## src/rtl/upsample_ctrl.sv

```systemverilog
// Up-sampling sequencer: buffers low-rate samples and emits one real sample every FACTOR clocks.
// Optional build macro UPSAMPLE_HOLD_EN: non-zero phases repeat the last popped sample instead of zero.
module upsample_ctrl #(
  parameter int unsigned WIDTH  = 18,
  parameter int unsigned FACTOR = 4,
  parameter int unsigned DEPTH  = 4,
  parameter int unsigned PRIME  = 2,
  localparam int unsigned PW    = ($clog2(FACTOR) < 1) ? 1 : $clog2(FACTOR),
  localparam int unsigned AW    = $clog2(DEPTH),
  localparam int unsigned LW    = AW + 1
) (
  input  logic             clk,
  input  logic             reset,
  input  logic [WIDTH-1:0] x_in,
  input  logic             x_valid,
  output logic             x_ready,
  input  logic             enable,
  input  logic             underrun_clr,
  output logic [WIDTH-1:0] y,
  output logic             y_valid,
  output logic             sample_strobe,
  output logic [PW-1:0]    phase,
  output logic [LW-1:0]    level,
  output logic             underrun
);

  typedef enum logic [1:0] {S_IDLE, S_PRIME, S_RUN} state_t;

  state_t           state_q, state_d;
  logic [PW-1:0]    ph;
  logic [AW-1:0]    wptr, rptr;
  logic [WIDTH-1:0] mem [DEPTH];
  logic             push, pop, ur_hit, ph_last;

  assign x_ready = (level != LW'(DEPTH));

  // Handshake decode and next-state logic
  always_comb begin
    state_d = state_q;
    push    = x_valid && x_ready;
    ph_last = (ph == PW'(FACTOR - 1));
    pop     = (state_q == S_RUN) && (ph == '0) && (level != '0);
    ur_hit  = (state_q == S_RUN) && (ph == '0) && (level == '0);
    case (state_q)
      S_IDLE:  if (enable) state_d = S_PRIME;
      S_PRIME: begin
        if (!enable)                    state_d = S_IDLE;
        else if (level >= LW'(PRIME))   state_d = S_RUN;
      end
      S_RUN:   if (ph_last && !enable)  state_d = S_IDLE;
      default: state_d = S_IDLE;
    endcase
  end

  always_ff @(posedge clk) begin
    if (reset) state_q <= S_IDLE;
    else       state_q <= state_d;
  end

  // Storage carries no reset; pointers and level define what is valid
  always_ff @(posedge clk) begin
    if (push) mem[wptr] <= x_in;
  end

  always_ff @(posedge clk) begin
    if (reset) begin
      wptr  <= '0;
      rptr  <= '0;
      level <= '0;
    end else begin
      if (push) wptr <= wptr + AW'(1);
      if (pop)  rptr <= rptr + AW'(1);
      case ({push, pop})
        2'b10:   level <= level + LW'(1);
        2'b01:   level <= level - LW'(1);
        default: level <= level;
      endcase
    end
  end

  // Phase counter and registered output stream
  always_ff @(posedge clk) begin
    if (reset) begin
      ph            <= '0;
      y             <= '0;
      y_valid       <= 1'b0;
      sample_strobe <= 1'b0;
      phase         <= '0;
    end else if (state_q == S_RUN) begin
      ph      <= ph_last ? '0 : ph + PW'(1);
      y_valid <= 1'b1;
      phase   <= ph;
      if (ph == '0) begin
        sample_strobe <= 1'b1;
        y             <= pop ? mem[rptr] : '0;
      end else begin
        sample_strobe <= 1'b0;
`ifdef UPSAMPLE_HOLD_EN
        y             <= y;
`else
        y             <= '0;
`endif
      end
    end else begin
      ph            <= '0;
      y             <= '0;
      y_valid       <= 1'b0;
      sample_strobe <= 1'b0;
      phase         <= '0;
    end
  end

  // Sticky underrun; a new underrun beats a same-cycle clear
  always_ff @(posedge clk) begin
    if (reset)             underrun <= 1'b0;
    else if (ur_hit)       underrun <= 1'b1;
    else if (underrun_clr) underrun <= 1'b0;
  end

endmodule

```

## config.mk

```make
export PLATFORM = sky130hd
export DESIGN_NAME = upsample_ctrl
export DESIGN_NICKNAME = d
export VERILOG_FILES = /design/src/rtl/upsample_ctrl.sv
export SDC_FILE = /design/constraint.sdc
export NUM_CORES = 1
export LEC_CHECK = 0
export ABC_AREA = 1
export BUFFER_PORTS_ARGS = -buffer_cell sky130_fd_sc_hd__buf_2
export CAP_MARGIN = 20
export CELL_PAD_IN_SITES_DETAIL_PLACEMENT = 1
export CELL_PAD_IN_SITES_GLOBAL_PLACEMENT = 1
export CORE_UTILIZATION = 49
export DETAILED_ROUTE_END_ITERATION = 12
export PLACE_DENSITY = 0.86
export SLEW_MARGIN = 10
export SYNTH_ARGS = -nofsm -noshare
export SYNTH_HDL_FRONTEND = slang
export SYNTH_SLANG_ARGS = --single-unit
```

## constraint.sdc

```tcl
create_clock -name clk -period 5.19 [get_ports clk]
set_input_delay 0.519 -clock clk [delete_from_list [all_inputs] [get_ports clk]]
set_output_delay 0.519 -clock clk [all_outputs]
set_load 0.05 [all_outputs]
```

==> flow_summary.json, run 1 <==
{
  "core_area_mm2": 0.00785,
  "drt_iter0_drc": 89,
  "drc": 0,
  "initial_core_util": 0.514,
  "period_needed_ns": 2.06,
  "ys_warn_count": 0,
  "firstDrtPassIters": 6,
  "setup_tns_ns": 0,
  "track_usage": 0.222,
  "drt-wirelength-per-cell_um": 16.7,
  "outcome": "finished, final reports clean",
  "die_area_mm2": 0.00860,
  "grt_overflow": 0,
  "fillers": 869,
  "power_density_mw_per_mm2": 351,
  "timing.fmax_mhz": 484,
  "antenna_cells": 0,
  "port_buffers": 49,
  "fin_crit_sh": 0.398,
  "path_max_fanout": 18,
  "reg2reg_depth": 4,
  "grt_pass1_wl_um": 14000,
  "reg2reg_setup_slack_ns": 3.13,
  "critPathSlowestCell": "nor2_2",
  "skew_ns": 0.0141,
  "ant_nets": 0,
  "asyncSetResetFlopFracSynth": 0,
  "numClockSinks": 106,
  "grt_pass1_vias": 2792,
  "die_x_um": 92.8,
  "antenna_found_initial": 0,
  "syn_area_per_cell_um2": 11.0,
  "maxSlewViolCount": 0,
  "num_rows": 32,
  "yosysTopAreaCell": "edfxtp_1",
  "layout_commonest_cell": "nor2_1",
  "fp.dieH_um": 92.8,
  "path_delay_family": "simple AND/OR/NAND/NOR gates",
  "critPathRequiredTime_ns": 5.19,
  "wl_um": 8780,
  "slew_headroom": 0.311,
  "syn_inst": 368,
  "worst_pin_slew_ns": 1.03,
  "ys_seq_area_frac": 0.704,
  "synth-edff-count": 72,
  "netlist-cell-type-count": 25,
  "arrival_ns": 2.06,
  "via_per_inst": 5.06,
  "hold_end": "underrun$_SDFFE_PP0P_",
  "reg2reg_to": "mem[3][13]$_DFFE_PP_",
  "yosys_most_used_dff": "edfxtp_1",
  "h-tree-depth": 3,
  "cts_hold_buf": 0,
  "leakage_uw": 0.00201,
  "postPlaceCellArea_mm2": 0.00437,
  "synth_top_area_frac": 0.536,
  "clk-insertion-delay-late_ns": 0.38,
  "cts_resized": 0,
  "synth_area_leaders": "edfxtp_1 54%, dfxtp_1 17%, nor2_1 8.1%, nand2_1 4.7%, inv_1 3.8%",
  "critical_path_class": "reg -> reg",
  "hold_slack_ns": 0.339,
  "area_growth_pct": 14.3,
  "finalNetCount": 451,
  "min_from": "underrun_clr",
  "final_cell_mix": "85 x nor2_1, 72 x edfxtp_1, 51 x nand2_1, 49 x buf_2, 41 x inv_1",
  "via_count": 2664,
  "cts_tree": "yes",
  "synth_area_mm2": 0.00404,
  "hold_class": "in -> reg",
  "ios": 50,
  "path_cells": "inv_1 > nand3_1 > nand2_1 > nor2_2",
  "peakVddDrop_mv": 0.162,
  "worst_path_largest_cell_delay_ns": 0.84,
  "post_cts_buffers": 0,
  "cts_buffer_depth": 2,
  "drive_above_1_share": 0.191,
  "syn_nets": 399,
  "dp_hpwl_um": 5880,
  "rr_startpoint": "level[1]$_SDFFE_PP0P_",
  "gp_congestion": 0.817,
  "clk_pin_slew_worst_paths_ns": 0.10,
  "setup_viol": 0,
  "hold_viol_final": 0,
  "max_cap_viol_count": 0,
  "design_area_mm2": 0.00461,
  "end_kind": "flop",
  "grt_setup_unrepaired": "no",
  "grt_max_degree": 38,
  "cp-start-kind": "flop",
  "worstHoldPathCells": 2,
  "critPathBufInv": 1,
  "synth_seq_cells": 106,
  "numCtsBuffers": 9,
  "cts_root_buf": "clkbuf_8"
}
-- metrics by stage --
| step | power (uW) | utilization | std cells | setup slack [ns] |
|---|---|---|---|---|
| after floorplan | 1020 | - | 368 | 2.40 |
| after global placement | 1050 | 0.556 | 510 | 3.20 |
| after detailed placement | 1060 | 0.556 | 510 | 3.04 |
| after CTS | 1630 | 0.586 | 526 | 3.03 |
| after global routing | 1670 | 0.588 | 527 | 2.97 |
| final | 1620 | 0.588 | 527 | 3.13 |
-- Yosys cell counts, types with 2 or more instances --
cell       n
inv_2      3
dfxtp_1   34
clkbuf_1   3
nand2_2    3
a21oi_1    6
o21ai_0   28
ha_1       7
buf_2      5
inv_1     41
nand3_1    6
nor2_1    87
edfxtp_1  72
nand2_1   51
buf_6      2
o21ai_1   10
-- routing by layer --
| layer | global-route usage | share of wire | wire [um] |
|---|---|---|---|
| met5 | 0 | 0 | 0 |
| met4 | 0.0910 | 0.019 | 163 |
| met3 | 0.0468 | 0.034 | 302 |
| met2 | 0.404 | 0.53 | 4620 |
| met1 | 0.250 | 0.42 | 3690 |
-- report_power, final --
part / switching (uW) / leakage, uW / internal, uW
Sequential: 10.0 / 0.000936 / 931
Combinational: 69.5 / 0.000962 / 28.5
Clock: 290 / 0.000115 / 291
-- area by class of cell --
| type | count | area (um2) | share of cell area |
|---|---|---|---|
| Multi-Input combinational cell | 206 | 963 | 0.209 |
| Inverter | 44 | 165 | 0.0358 |
| Clock buffer | 10 | 138 | 0.0298 |
| Tap cell | 102 | 128 | 0.0277 |
| Sequential cell | 106 | 2840 | 0.616 |
| Clock inverter | 6 | 96.3 | 0.0209 |
| Timing Repair Buffer | 53 | 279 | 0.0605 |
-- cells by family (layout without fill, tap and decap cells) --
family | count (synthesis) | after routing | share of synthesized area
flops | 106 | 106 | 0.704
compound gates | 46 | 46 | 0.0580
simple gates | 152 | 152 | 0.153
buf+inv | 56 | 113 | 0.0583
fa+ha+maj | 8 | 8 | 0.0267
-- worst max-delay path by stage --
stage | from | endpoint | cells after the start
2_1_floorplan | level[1]$_SDFFE_PP0P_ | mem[0][0]$_DFFE_PP_ | 4
3_3_place_gp | x_valid | mem[3][8]$_DFFE_PP_ | 3
3_5_place_dp | level[1]$_SDFFE_PP0P_ | mem[1][6]$_DFFE_PP_ | 4
4_1_cts | level[1]$_SDFFE_PP0P_ | mem[1][11]$_DFFE_PP_ | 4
5_1_grt | level[0]$_SDFFE_PP0P_ | level[2]$_SDFFE_PP0P_ | 12
6_report | level[1]$_SDFFE_PP0P_ | mem[3][13]$_DFFE_PP_ | 4
-- registers in the layout, indices dropped and copies added, names as in the netlist --
signal / count
underrun: 1
ph: 2
y: 18
phase: 2
sample_strobe: 1
y_valid: 1
wptr: 2
mem: 72
rptr: 2
state_q: 2
level: 3
Note: power is estimated with default switching activity, not from simulation.
==> inputs of run 2 (changes only) <==
CORE_UTILIZATION = 45   (was 49)
PLACE_DENSITY = 0.8   (was 0.86)
clock period = 1.9 ns   (was 5.19 ns; I/O delays follow)
==> run 2 against run 1 <==
  * Core utilization fell by 4.1 points
  * Via count increased by 0.68%
  * Sequential power rose to 2.7 times the previous value
  * Routed wire length fell by 3.1%
  * Largest power group unchanged
  * Maximum frequency increased by 14%
  * Clock skew fell by 0.0074 ns
  * Register-to-register slack worse by 3.0 ns
  * Critical path depth grew 11
==> flow_summary.json, run 2 (same netlist as run 1, synthesis figures left out) <==
{
  "cts_tree": "yes",
  "dp_cells": 522,
  "via_count": 2682,
  "grt_pass1_vias": 2832,
  "clkPwrFrac": 0.347,
  "num_rows": 34,
  "outcome": "finished, final reports clean",
  "largest-register": "mem",
  "wl_um": 8500,
  "largestRegisters": "mem: 72 flops, y: 18 flops, level: 3 flops",
  "antenna_cells": 0,
  "peakVddDrop_mv": 0.439,
  "final_cell_mix": "83 x nor2_1, 72 x edfxtp_1, 49 x nand2_1, 49 x buf_2, 33 x inv_1",
  "p_switching_uw": 964,
  "critical_path_class": "reg -> reg",
  "critPathBufInv": 5,
  "path_delay_family": "adder cells",
  "drt_iter0_drc": 94,
  "firstDrtPassIters": 4,
  "largest_reg_flops": 72,
  "maxSlewViolCount": 0,
  "ant_nets": 0,
  "worst_path_largest_cell_delay_ns": 0.38,
  "fp.dieH_um": 96.7,
  "cts_hold_buf": 0,
  "switching_share": 0.221,
  "path_max_fanout": 3,
  "die_x_um": 96.7,
  "worst_slack_ns": 0.0874,
  "critPathSlowestCell": "fa_2",
  "cts_root_buf": "clkbuf_8",
  "dp_hpwl_um": 5370,
  "cts_buffer_depth": 2,
  "hold_class": "in -> reg",
  "core_area_mm2": 0.00872,
  "p_int_uw": 3400,
  "slew_headroom": 0.614,
  "worst_pin_slew_ns": 0.579,
  "drive_above_1_share": 0.254,
  "hold_slack_ns": 0.0302,
  "period_needed_ns": 1.81,
  "p_comb_frac": 0.065,
  "timing.fmax_mhz": 552,
  "port_buffers": 49,
  "area_growth_pct": 18.1,
  "layout_commonest_cell": "nor2_1",
  "critPathRequiredTime_ns": 2.16,
  "grt_pass1_wl_um": 13800,
  "drt-wirelength-per-cell_um": 15.7,
  "fin_crit_sh": 0.954,
  "cp_common_cell": "inv_2",
  "arrival_ns": 2.08,
  "grt_overflow": 0,
  "leakage_uw": 0.00205,
  "antenna_found_initial": 0,
  "hold_viol_final": 0,
  "setup_viol": 0,
  "drc": 0,
  "finalNetCount": 459,
  "ios": 50,
  "numClockSinks": 106,
  "pre_cts_ws_ns": -0.0321,
  "fin_cells": 541,
  "grt_max_degree": 38,
  "path_cells": "inv_2 > ha_4 > inv_2 > nor2_4 > nand2_2 > inv_2 > ha_4 > inv_2 > fa_2 > inv_2 > nand2_1 > nand3_2 > nand2_1 > nand2_1 > nor2_1",
  "clk_pin_slew_worst_paths_ns": 0.10,
  "skew_ns": 0.00676,
  "track_usage": 0.194,
  "via_per_inst": 4.96,
  "setup_tns_ns": 0,
  "clk-insertion-delay-late_ns": 0.36,
  "power_frac_seq": 0.588,
  "initial_core_util": 0.463,
  "die_area_mm2": 0.00935,
  "max_cap_viol_count": 0,
  "numCtsBuffers": 9,
  "end_kind": "flop",
  "cp-start-kind": "flop",
  "gp_congestion": 0.752,
  "h-tree-depth": 3,
  "power_density_mw_per_mm2": 917
}
run 2: cell types whose count changed in the layout (fill, tap and decap cells not counted), moves of 2 or more:
cell / before / now
buf_4: 3 / 12
dfxtp_4: 0 / 3
nand3_1: 6 / 4
inv_2: 3 / 10
ha_4: 0 / 2
nor2_1: 85 / 83
nand2_1: 51 / 49
dfxtp_2: 0 / 2
ha_1: 7 / 5
dfxtp_1: 34 / 29
nor2_4: 1 / 5
clkinv_2: 0 / 2
nor2_2: 3 / 1
inv_1: 41 / 33
run 2: final timing paths:
path                         start                    end  slack [ns]  cells after the start
setup / recovery  ph[0]$_SDFF_PP0_  level[2]$_SDFFE_PP0P_        0.09                     15
setup reg to reg  ph[0]$_SDFF_PP0_  level[2]$_SDFFE_PP0P_        0.09                     15
hold reg to reg   ph[0]$_SDFF_PP0_       ph[0]$_SDFF_PP0_        0.44                      1
hold / removal             x_in[2]    mem[3][2]$_DFFE_PP_        0.03                      1
run 2: cell type report:
| cell class | count | area (um2) |
|---|---|---|
| inverters | 44 | 168 |
| clock buffers | 11 | 141 |
| fillers | 955 | 3960 |
| repair buffers | 61 | 335 |
| multi-input cells | 206 | 1050 |
| clock inverters | 5 | 77.6 |
| flip-flops and latches | 106 | 2860 |
| well taps | 108 | 135 |
run 2: worst register-to-register path: cells and delay by family, from the launching register on:
| family | cells | cell delay [ns] |
|---|---|---|
| fa+ha+maj | 3 | 0.64 |
| buf+inv | 5 | 0.29 |
| flops | 1 | 0.35 |
| simple gates | 7 | 0.44 |
run 2: repair_timing:
action | in CTS | in global routing
resized for setup | 4 | 11
setup buffers | 0 | 3
endpoints found under the setup margin | 1 | 2
pin swaps | 0 | 6
run 2: power by group through the flow:
stage | logic [uW] | registers, uW | clock network, uW
finish | 285 | 2570 | 1510
floorplan | 152 | 2640 | 0
global placement | 264 | 2620 | 0
global route | 320 | 2580 | 1620
CTS | 286 | 2570 | 1550
detailed placement | 283 | 2620 | 0
run 2: stage by stage:
stage	area (um2)	util	total power, uW
floorplan	4110	-	2790
global placement	4490	0.514	2880
detailed placement	4490	0.514	2910
CTS	4720	0.541	4400
global route	4770	0.546	4510
finish	4770	0.546	4370
run 2: layer usage:
layer / routed length, um / vias up / global-route usage
met3: 290 / 10 / 0.0405
met1: 3480 / 1313 / 0.212
met2: 4590 / 51 / 0.356
met4: 145 / 0 / 0.0918
li1: - / 1308 / -
met5: 0 / - / 0
